### config.mk
export PLATFORM = sky130hd
export DESIGN_NAME = prefetch_fetch_unit_flat
export DESIGN_NICKNAME = d
export VERILOG_FILES = /design/src/rtl/prefetch_fetch_unit_pkg.sv /design/src/rtl/prefetch_fetch_unit_if.sv /design/src/rtl/prefetch_fetch_unit_fifo.sv /design/src/rtl/prefetch_fetch_unit.sv /design/src/flat_wrapper.sv
export SDC_FILE = /design/constraint.sdc
export NUM_CORES = 1
export LEC_CHECK = 0
export CORE_MARGIN = 5
export CORE_UTILIZATION = 45
export DETAILED_ROUTE_END_ITERATION = 8
export PLACE_DENSITY = 0.67
export RECOVER_POWER = 100
export SYNTH_ARGS = -nofsm -noshare
export SYNTH_HDL_FRONTEND = slang
export SYNTH_SLANG_ARGS = --single-unit
### constraint.sdc
create_clock -name clk -period 23.2 [get_ports clk]
set_input_delay 4.64 -clock clk [delete_from_list [all_inputs] [get_ports clk]]
set_output_delay 4.64 -clock clk [all_outputs]
set_load 0.01 [all_outputs]
### src/rtl/prefetch_fetch_unit_pkg.sv
// Shared types and constants for the instruction-fetch front end.
package prefetch_fetch_unit_pkg;

  localparam int unsigned DEF_ADDR_WIDTH  = 32;
  localparam int unsigned DEF_INSTR_WIDTH = 32;
  localparam int unsigned PC_INCR         = 4;
  localparam logic [31:0] DEF_RESET_PC    = 32'h0000_0000;

  typedef struct packed {
    logic [DEF_ADDR_WIDTH-1:0]  pc;
    logic [DEF_INSTR_WIDTH-1:0] instr;
  } fetch_entry_t;

endpackage

### src/rtl/prefetch_fetch_unit_if.sv
// Bundles the instruction-memory, redirect and decode-side signals of the fetch unit.
interface prefetch_fetch_unit_if
  import prefetch_fetch_unit_pkg::*;
#(
  parameter int ADDR_WIDTH  = DEF_ADDR_WIDTH,
  parameter int INSTR_WIDTH = DEF_INSTR_WIDTH,
  parameter int DEPTH       = 4
);

  logic                     imem_req;
  logic [ADDR_WIDTH-1:0]    imem_addr;
  logic                     imem_rvalid;
  logic [INSTR_WIDTH-1:0]   imem_rdata;
  logic                     branch_taken;
  logic [ADDR_WIDTH-1:0]    branch_target;
  logic                     instr_valid;
  logic                     instr_ready;
  logic [INSTR_WIDTH-1:0]   instr;
  logic [ADDR_WIDTH-1:0]    instr_pc;
  logic [$clog2(DEPTH):0]   fifo_count;

  modport master (
    output imem_req, imem_addr, instr_valid, instr, instr_pc, fifo_count,
    input  imem_rvalid, imem_rdata, branch_taken, branch_target, instr_ready
  );

  modport slave (
    input  imem_req, imem_addr, instr_valid, instr, instr_pc, fifo_count,
    output imem_rvalid, imem_rdata, branch_taken, branch_target, instr_ready
  );

endinterface

### src/rtl/prefetch_fetch_unit_fifo.sv
// First-word-fall-through prefetch queue; flush wins over push and pop.
module fetch_fifo #(
  parameter int WIDTH = 64,
  parameter int DEPTH = 4
) (
  input  logic                   clk,
  input  logic                   rst,
  input  logic                   flush,
  input  logic                   push,
  input  logic [WIDTH-1:0]       push_data,
  input  logic                   pop,
  output logic [WIDTH-1:0]       pop_data,
  output logic [$clog2(DEPTH):0] count
);

  localparam int PW = $clog2(DEPTH);
  localparam int CW = PW + 1;

  logic [WIDTH-1:0] mem_r [DEPTH];
  logic [PW-1:0]    wr_ptr_r;
  logic [PW-1:0]    rd_ptr_r;
  logic [CW-1:0]    count_r;

  // Storage, pointers and occupancy; pointers wrap naturally since DEPTH is a power of two.
  always_ff @(posedge clk or posedge rst) begin
    if (rst) begin
      mem_r    <= '{default: '0};
      wr_ptr_r <= '0;
      rd_ptr_r <= '0;
      count_r  <= '0;
    end else if (flush) begin
      wr_ptr_r <= '0;
      rd_ptr_r <= '0;
      count_r  <= '0;
    end else begin
      if (push) begin
        mem_r[wr_ptr_r] <= push_data;
        wr_ptr_r        <= wr_ptr_r + PW'(1);
      end
      if (pop) begin
        rd_ptr_r <= rd_ptr_r + PW'(1);
      end
      case ({push, pop})
        2'b10:   count_r <= count_r + CW'(1);
        2'b01:   count_r <= count_r - CW'(1);
        default: count_r <= count_r;
      endcase
    end
  end

  assign pop_data = mem_r[rd_ptr_r];
  assign count    = count_r;

endmodule

### src/rtl/prefetch_fetch_unit.sv
// Instruction-fetch front end: sequential PC generation, single-outstanding memory
// requests with credit-based issue, and redirect flush with stale-response drop.
module prefetch_fetch_unit
  import prefetch_fetch_unit_pkg::*;
#(
  parameter int                    ADDR_WIDTH  = DEF_ADDR_WIDTH,
  parameter int                    INSTR_WIDTH = DEF_INSTR_WIDTH,
  parameter int                    DEPTH       = 4,
  parameter logic [ADDR_WIDTH-1:0] RESET_PC    = ADDR_WIDTH'(DEF_RESET_PC)
) (
  input logic                  clk,
  input logic                  rst,
  prefetch_fetch_unit_if.master bus
);

  localparam int CW = $clog2(DEPTH) + 1;

  typedef struct packed {
    logic [ADDR_WIDTH-1:0]  pc;
    logic [INSTR_WIDTH-1:0] instr;
  } entry_t;

  logic [ADDR_WIDTH-1:0] fetch_pc_r, fetch_pc_s;
  logic [ADDR_WIDTH-1:0] req_pc_r, req_pc_s;
  logic                  outstanding_r, outstanding_s;
  logic                  drop_r, drop_s;
  logic                  issue_s, push_s, pop_s, valid_s;
  logic [CW-1:0]         count_s;
  entry_t                push_entry_s, head_entry_s;

  assign valid_s = (count_s != CW'(0));
  // Holding back while reset is high keeps imem_req low asynchronously.
  assign issue_s = !rst && !outstanding_r && !bus.branch_taken &&
                   ((count_s + CW'(outstanding_r)) < CW'(DEPTH));
  assign push_s  = bus.imem_rvalid && !drop_r && !bus.branch_taken;
  assign pop_s   = valid_s && bus.instr_ready && !bus.branch_taken;

  assign push_entry_s = '{pc: req_pc_r, instr: bus.imem_rdata};

  fetch_fifo #(
    .WIDTH ($bits(entry_t)),
    .DEPTH (DEPTH)
  ) u_fifo (
    .clk       (clk),
    .rst       (rst),
    .flush     (bus.branch_taken),
    .push      (push_s),
    .push_data (push_entry_s),
    .pop       (pop_s),
    .pop_data  (head_entry_s),
    .count     (count_s)
  );

  // Next PC and request-tracking flags; a redirect overrides both response and issue.
  always_comb begin
    fetch_pc_s    = fetch_pc_r;
    req_pc_s      = req_pc_r;
    outstanding_s = outstanding_r;
    drop_s        = drop_r;
    if (bus.branch_taken) begin
      fetch_pc_s    = {bus.branch_target[ADDR_WIDTH-1:2], 2'b00};
      outstanding_s = outstanding_r && !bus.imem_rvalid;
      drop_s        = outstanding_r && !bus.imem_rvalid;
    end else if (bus.imem_rvalid) begin
      outstanding_s = 1'b0;
      drop_s        = 1'b0;
    end else if (issue_s) begin
      fetch_pc_s    = fetch_pc_r + ADDR_WIDTH'(PC_INCR);
      req_pc_s      = fetch_pc_r;
      outstanding_s = 1'b1;
    end else begin
      outstanding_s = outstanding_r;
    end
  end

  // PC and flag registers.
  always_ff @(posedge clk or posedge rst) begin
    if (rst) begin
      fetch_pc_r    <= RESET_PC;
      req_pc_r      <= RESET_PC;
      outstanding_r <= 1'b0;
      drop_r        <= 1'b0;
    end else begin
      fetch_pc_r    <= fetch_pc_s;
      req_pc_r      <= req_pc_s;
      outstanding_r <= outstanding_s;
      drop_r        <= drop_s;
    end
  end

  assign bus.imem_req    = issue_s;
  assign bus.imem_addr   = fetch_pc_r;
  assign bus.instr_valid = valid_s;
  assign bus.instr       = head_entry_s.instr;
  assign bus.instr_pc    = head_entry_s.pc;
  assign bus.fifo_count  = count_s;

endmodule

### src/flat_wrapper.sv
// flat-port wrapper written by rule: the top's interface ports become plain ports
module prefetch_fetch_unit_flat import prefetch_fetch_unit_pkg::*;
#(
  parameter int                    ADDR_WIDTH  = DEF_ADDR_WIDTH,
  parameter int                    INSTR_WIDTH = DEF_INSTR_WIDTH,
  parameter int                    DEPTH       = 4,
  parameter logic [ADDR_WIDTH-1:0] RESET_PC    = ADDR_WIDTH'(DEF_RESET_PC)
)
  (clk, rst, bus_imem_req, bus_imem_addr, bus_instr_valid, bus_instr, bus_instr_pc, bus_fifo_count, bus_imem_rvalid, bus_imem_rdata, bus_branch_taken, bus_branch_target, bus_instr_ready);
  prefetch_fetch_unit_if #(.ADDR_WIDTH(ADDR_WIDTH), .INSTR_WIDTH(INSTR_WIDTH), .DEPTH(DEPTH)) bus_i ();
  input logic clk;
  input logic rst;
  output wire logic [$bits(bus_i.imem_req)-1:0] bus_imem_req;
  output wire logic [$bits(bus_i.imem_addr)-1:0] bus_imem_addr;
  output wire logic [$bits(bus_i.instr_valid)-1:0] bus_instr_valid;
  output wire logic [$bits(bus_i.instr)-1:0] bus_instr;
  output wire logic [$bits(bus_i.instr_pc)-1:0] bus_instr_pc;
  output wire logic [$bits(bus_i.fifo_count)-1:0] bus_fifo_count;
  input wire logic [$bits(bus_i.imem_rvalid)-1:0] bus_imem_rvalid;
  input wire logic [$bits(bus_i.imem_rdata)-1:0] bus_imem_rdata;
  input wire logic [$bits(bus_i.branch_taken)-1:0] bus_branch_taken;
  input wire logic [$bits(bus_i.branch_target)-1:0] bus_branch_target;
  input wire logic [$bits(bus_i.instr_ready)-1:0] bus_instr_ready;
  assign bus_imem_req = bus_i.imem_req;
  assign bus_imem_addr = bus_i.imem_addr;
  assign bus_instr_valid = bus_i.instr_valid;
  assign bus_instr = bus_i.instr;
  assign bus_instr_pc = bus_i.instr_pc;
  assign bus_fifo_count = bus_i.fifo_count;
  assign bus_i.imem_rvalid = bus_imem_rvalid;
  assign bus_i.imem_rdata = bus_imem_rdata;
  assign bus_i.branch_taken = bus_branch_taken;
  assign bus_i.branch_target = bus_branch_target;
  assign bus_i.instr_ready = bus_instr_ready;
  prefetch_fetch_unit #(.ADDR_WIDTH(ADDR_WIDTH), .INSTR_WIDTH(INSTR_WIDTH), .DEPTH(DEPTH), .RESET_PC(RESET_PC)) u_core (.clk(clk), .rst(rst), .bus(bus_i));
endmodule
==> flow_summary.yaml <==
clock_network:
  postCtsHoldBufs: 0
  h-tree-depth: 2
  post_cts_buffers: 0
  clock_path_buffers: 3
  clk_latency_ns: 0.53
  cts.sinks: 317
  cts.clk_slew.worst_paths_ns: 0.05
  cts_resized: 0
  cts_root_buffer: "clkbuf_16"
  cts_buffers: 37
  cts_tree: "built"
floorplan:
  row_count: 64
  dieArea_um2: 34900
  io_pins: 170
  fp.dieW_um: 187
  start_util_pct: 45.8
  die_h_um: 187
  core-area_um2: 30700
synth:
  yosysTopAreaCellShare_pct: 56.3
  synth_edf_count: 0
  ys_async_sr_fraction_pct: 100
  muxShareOfSynthArea_pct: 30.2
  yosys.area_share.simple_pct: 7.36
  synth_top_family_by_area: "multiplexers"
  syn_inst: 1000
  synthesis.area_um2: 14100
  syn_area_per_cell_um2: 14.1
  synth.largest_area_cell: "dfrtp_1"
  synth_seq_cells: 317
  synth-compound-area-share_pct: 2.93
  synthTopCellsByArea: "dfrtp_1 56%, mux2_2 20%, mux4_2 9.9%"
  synth_flop_cell: "dfrtp_1"
  synth-warning-count: 0
  synthAdderAreaFrac_pct: 0.586
  ys_types: 54
  synth-xor-area-share_pct: 0.373
  synth-seq-area-share_pct: 56.3
place:
  place.gp.congestion: 0.843
  io_buffers: 163
  hpwl_um: 19000
run_status:
  violations: "max-capacitance violations, max-slew violations"
  status: "complete, but fails checks"
hold_path:
  min-delay-start: "u_core.u_fifo.mem_r[72]$_DFFE_PP0P_"
  min_to: "u_core.u_fifo.mem_r[72]$_DFFE_PP0P_"
  min_path_type: "reg -> reg"
  hold_depth: 1
timing:
  setup_tns_ns: 0
  max_freq_ghz: 0.0806
  rsz0062_at_grt: "false"
  period_needed_ns: 12.40
  hold_viol: 0
  slew_viol_final: 796
  tightest_slew_ns: 5.70
  fin_worst_skew_ns: 0.0207
  min_period_over_period_pct: 53.5
  slew_headroom_pct: -280
  setup_violations: 0
global_route:
  grt_antenna_before_repair: 0
  grt_use_total_pct: 18.6
  grt_pass1_vias: 9599
  grt_pass1_wl_um: 53500
  grt_max_degree: 128
  gr-total-overflow: 0
power:
  switchingPower_uw: 514
  power_uw: 1880
  power.density_nw_per_um2: 110
  p_leak_uw: 0.00756
  peakVddDrop_v: 0.0000507
  power.internal_uw: 1370
  pwr-share-seq_pct: 44.8
  p_clk_share_pct: 29.6
  p_comb_share_pct: 25.6
  swShare_pct: 27.3
finish:
  antenna_cells: 0
  nets: 1224
  final_common_cell: "dfrtp_1"
  drive_gt1_share_pct: 32.7
  syn2layout_area_growth_pct: 21.9
  ff_latch_area_um2: 7940
  multi_input_area_um2: 5870
  layout_common_cells: "316 x dfrtp_1, 248 x mux2_2, 122 x nand2_1"
  n_fill_cell: 2577
detailed_routing:
  num_vias: 8804
  via_per_inst: 5.61
  wl_per_cell_um: 20.4
  dr.first_iter.drc_count: 471
  drtAntennaViolNets: 0
  drt-pass1-iter-count: 5
  route.detailed.drc: 0
  drt-total-wl_um: 32000
setup_path:
  path_cells: "dlygate4sd3_1 > clkbuf_1 > or4_1 > inv_1 > dlygate4sd3_1"
  reg2reg_depth: 4
  cp-start-kind: "input pin"
  max_stage_delay_ns: 1.51
  crit_fanout: 45
  crit_slowest_cell: "clkbuf_1"
  arrival_ns: 7.76
  worst-setup-path-type: "in -> out"
  r2r_start: "u_core.drop_r$_DFFE_PP0P_"
  crit_top_cell: "dlygate4sd3_1"
  worst_setup_path_end_kind: "primary output"
  regToRegEndpoint: "u_core.u_fifo.mem_r[73]$_DFFE_PP0P_"
  cp.required_ns: 18.56
  reg2reg_slack_ns: 17.89
run:
  drv_cap: 12
stage by stage:
stage	cell area [um2]	setup WS (ns)	hold slack [ns]	cells	utilization, %
after floorplan	14100	9.79	0.475	1003	-
after global placement	16100	11.95	0.484	1506	52.2
after detailed placement	16100	11.94	0.490	1506	52.2
after CTS	17200	11.93	0.502	1568	56.0
after global routing	17200	9.11	0.509	1568	55.8
final	17200	10.80	0.500	1568	55.8
cell type report:
| cell class | instances | share of cell area, % |
|---|---|---|
| clock buffer | 51 | 6.30 |
| multi-input combinational | 612 | 34.2 |
| sequential | 317 | 46.2 |
| tap | 396 | 2.89 |
| inverter | 8 | 0.182 |
| clock inverter | 11 | 0.510 |
| timing repair buffer | 173 | 9.74 |
how the worst max path moves through the flow:
| stage | start | endpoint | slack [ns] | cells after the start |
|---|---|---|---|---|
| 2_1_floorplan | rst | u_core.bus.imem_addr[10]$_DFFE_PP0P_ | 9.79 | 1 |
| 4_1_cts | bus_branch_taken | bus_imem_req | 11.93 | 5 |
| 3_5_place_dp | bus_branch_taken | bus_imem_req | 11.94 | 5 |
| 3_3_place_gp | bus_branch_taken | bus_imem_req | 11.95 | 5 |
| 5_1_grt | rst | u_core.u_fifo.rd_ptr_r[0]$_DFFE_PP0P_ | 9.11 | 3 |
| 6_report | bus_branch_taken | bus_imem_req | 10.80 | 5 |
worst max-delay path: cells and delay by family:
| family | cells | cell delay, ns |
|---|---|---|
| buf+inv | 4 | 2.74 |
| simple gates | 1 | 0.37 |
cells by family (layout without fill, tap and decap cells):
family                   count (synthesis)  in the layout
multiplexers                           317            317
flip-flops                             317            317
AND/OR/NAND/NOR                        221            221
buffers and inverters                   74            243
AO/OA/AOI/OAI                           58             58
adder cells (fa/ha/maj)                  6              6
XOR/XNOR                                 6              6
other                                    1              4
synthesized netlist by cell type (7+ instances only):
cell type    n
nand3_1     16
mux2_2     248
a221o_1      8
nor3_1       9
nor2_1      26
buf_1       13
o21ai_0     18
nor4_1       8
inv_1        7
and2_1       7
mux4_2      62
nand2_1    122
nand4_1      8
mux2i_1      7
clkbuf_1    41
dfrtp_1    317
layer usage:
| metal | share of wire, % | wire length (um) | vias up | global-route usage, % |
|---|---|---|---|---|
| met2 | 44 | 14200 | 231 | 28.1 |
| met3 | 5.8 | 1860 | 36 | 4.57 |
| met4 | 1.5 | 489 | 0 | 4.24 |
| met1 | 48 | 15400 | 4589 | 27.4 |
| li1 | - | - | 3948 | - |
| met5 | 0 | 0 | - | 0 |
power by group through the flow:
stage	Clock [uW]	Combinational [uW]	Sequential, uW
final	558	482	843
after global placement	0	502	843
after floorplan	0	332	804
after CTS	575	515	844
after detailed placement	0	513	852
after global routing	600	528	868
registers in the layout, indices dropped and copies added (netlist names):
signal and flops:
u_core.req_pc_r 30, u_core.u_fifo.mem_r 248, u_core.u_fifo.count 3, u_core.bus.imem_addr 30, u_core.u_fifo.rd_ptr_r 2, u_core.outstanding_r 1
u_core.u_fifo.wr_ptr_r 2, u_core.drop_r 1
No activity file was read; power rests on OpenSTA's default activity.
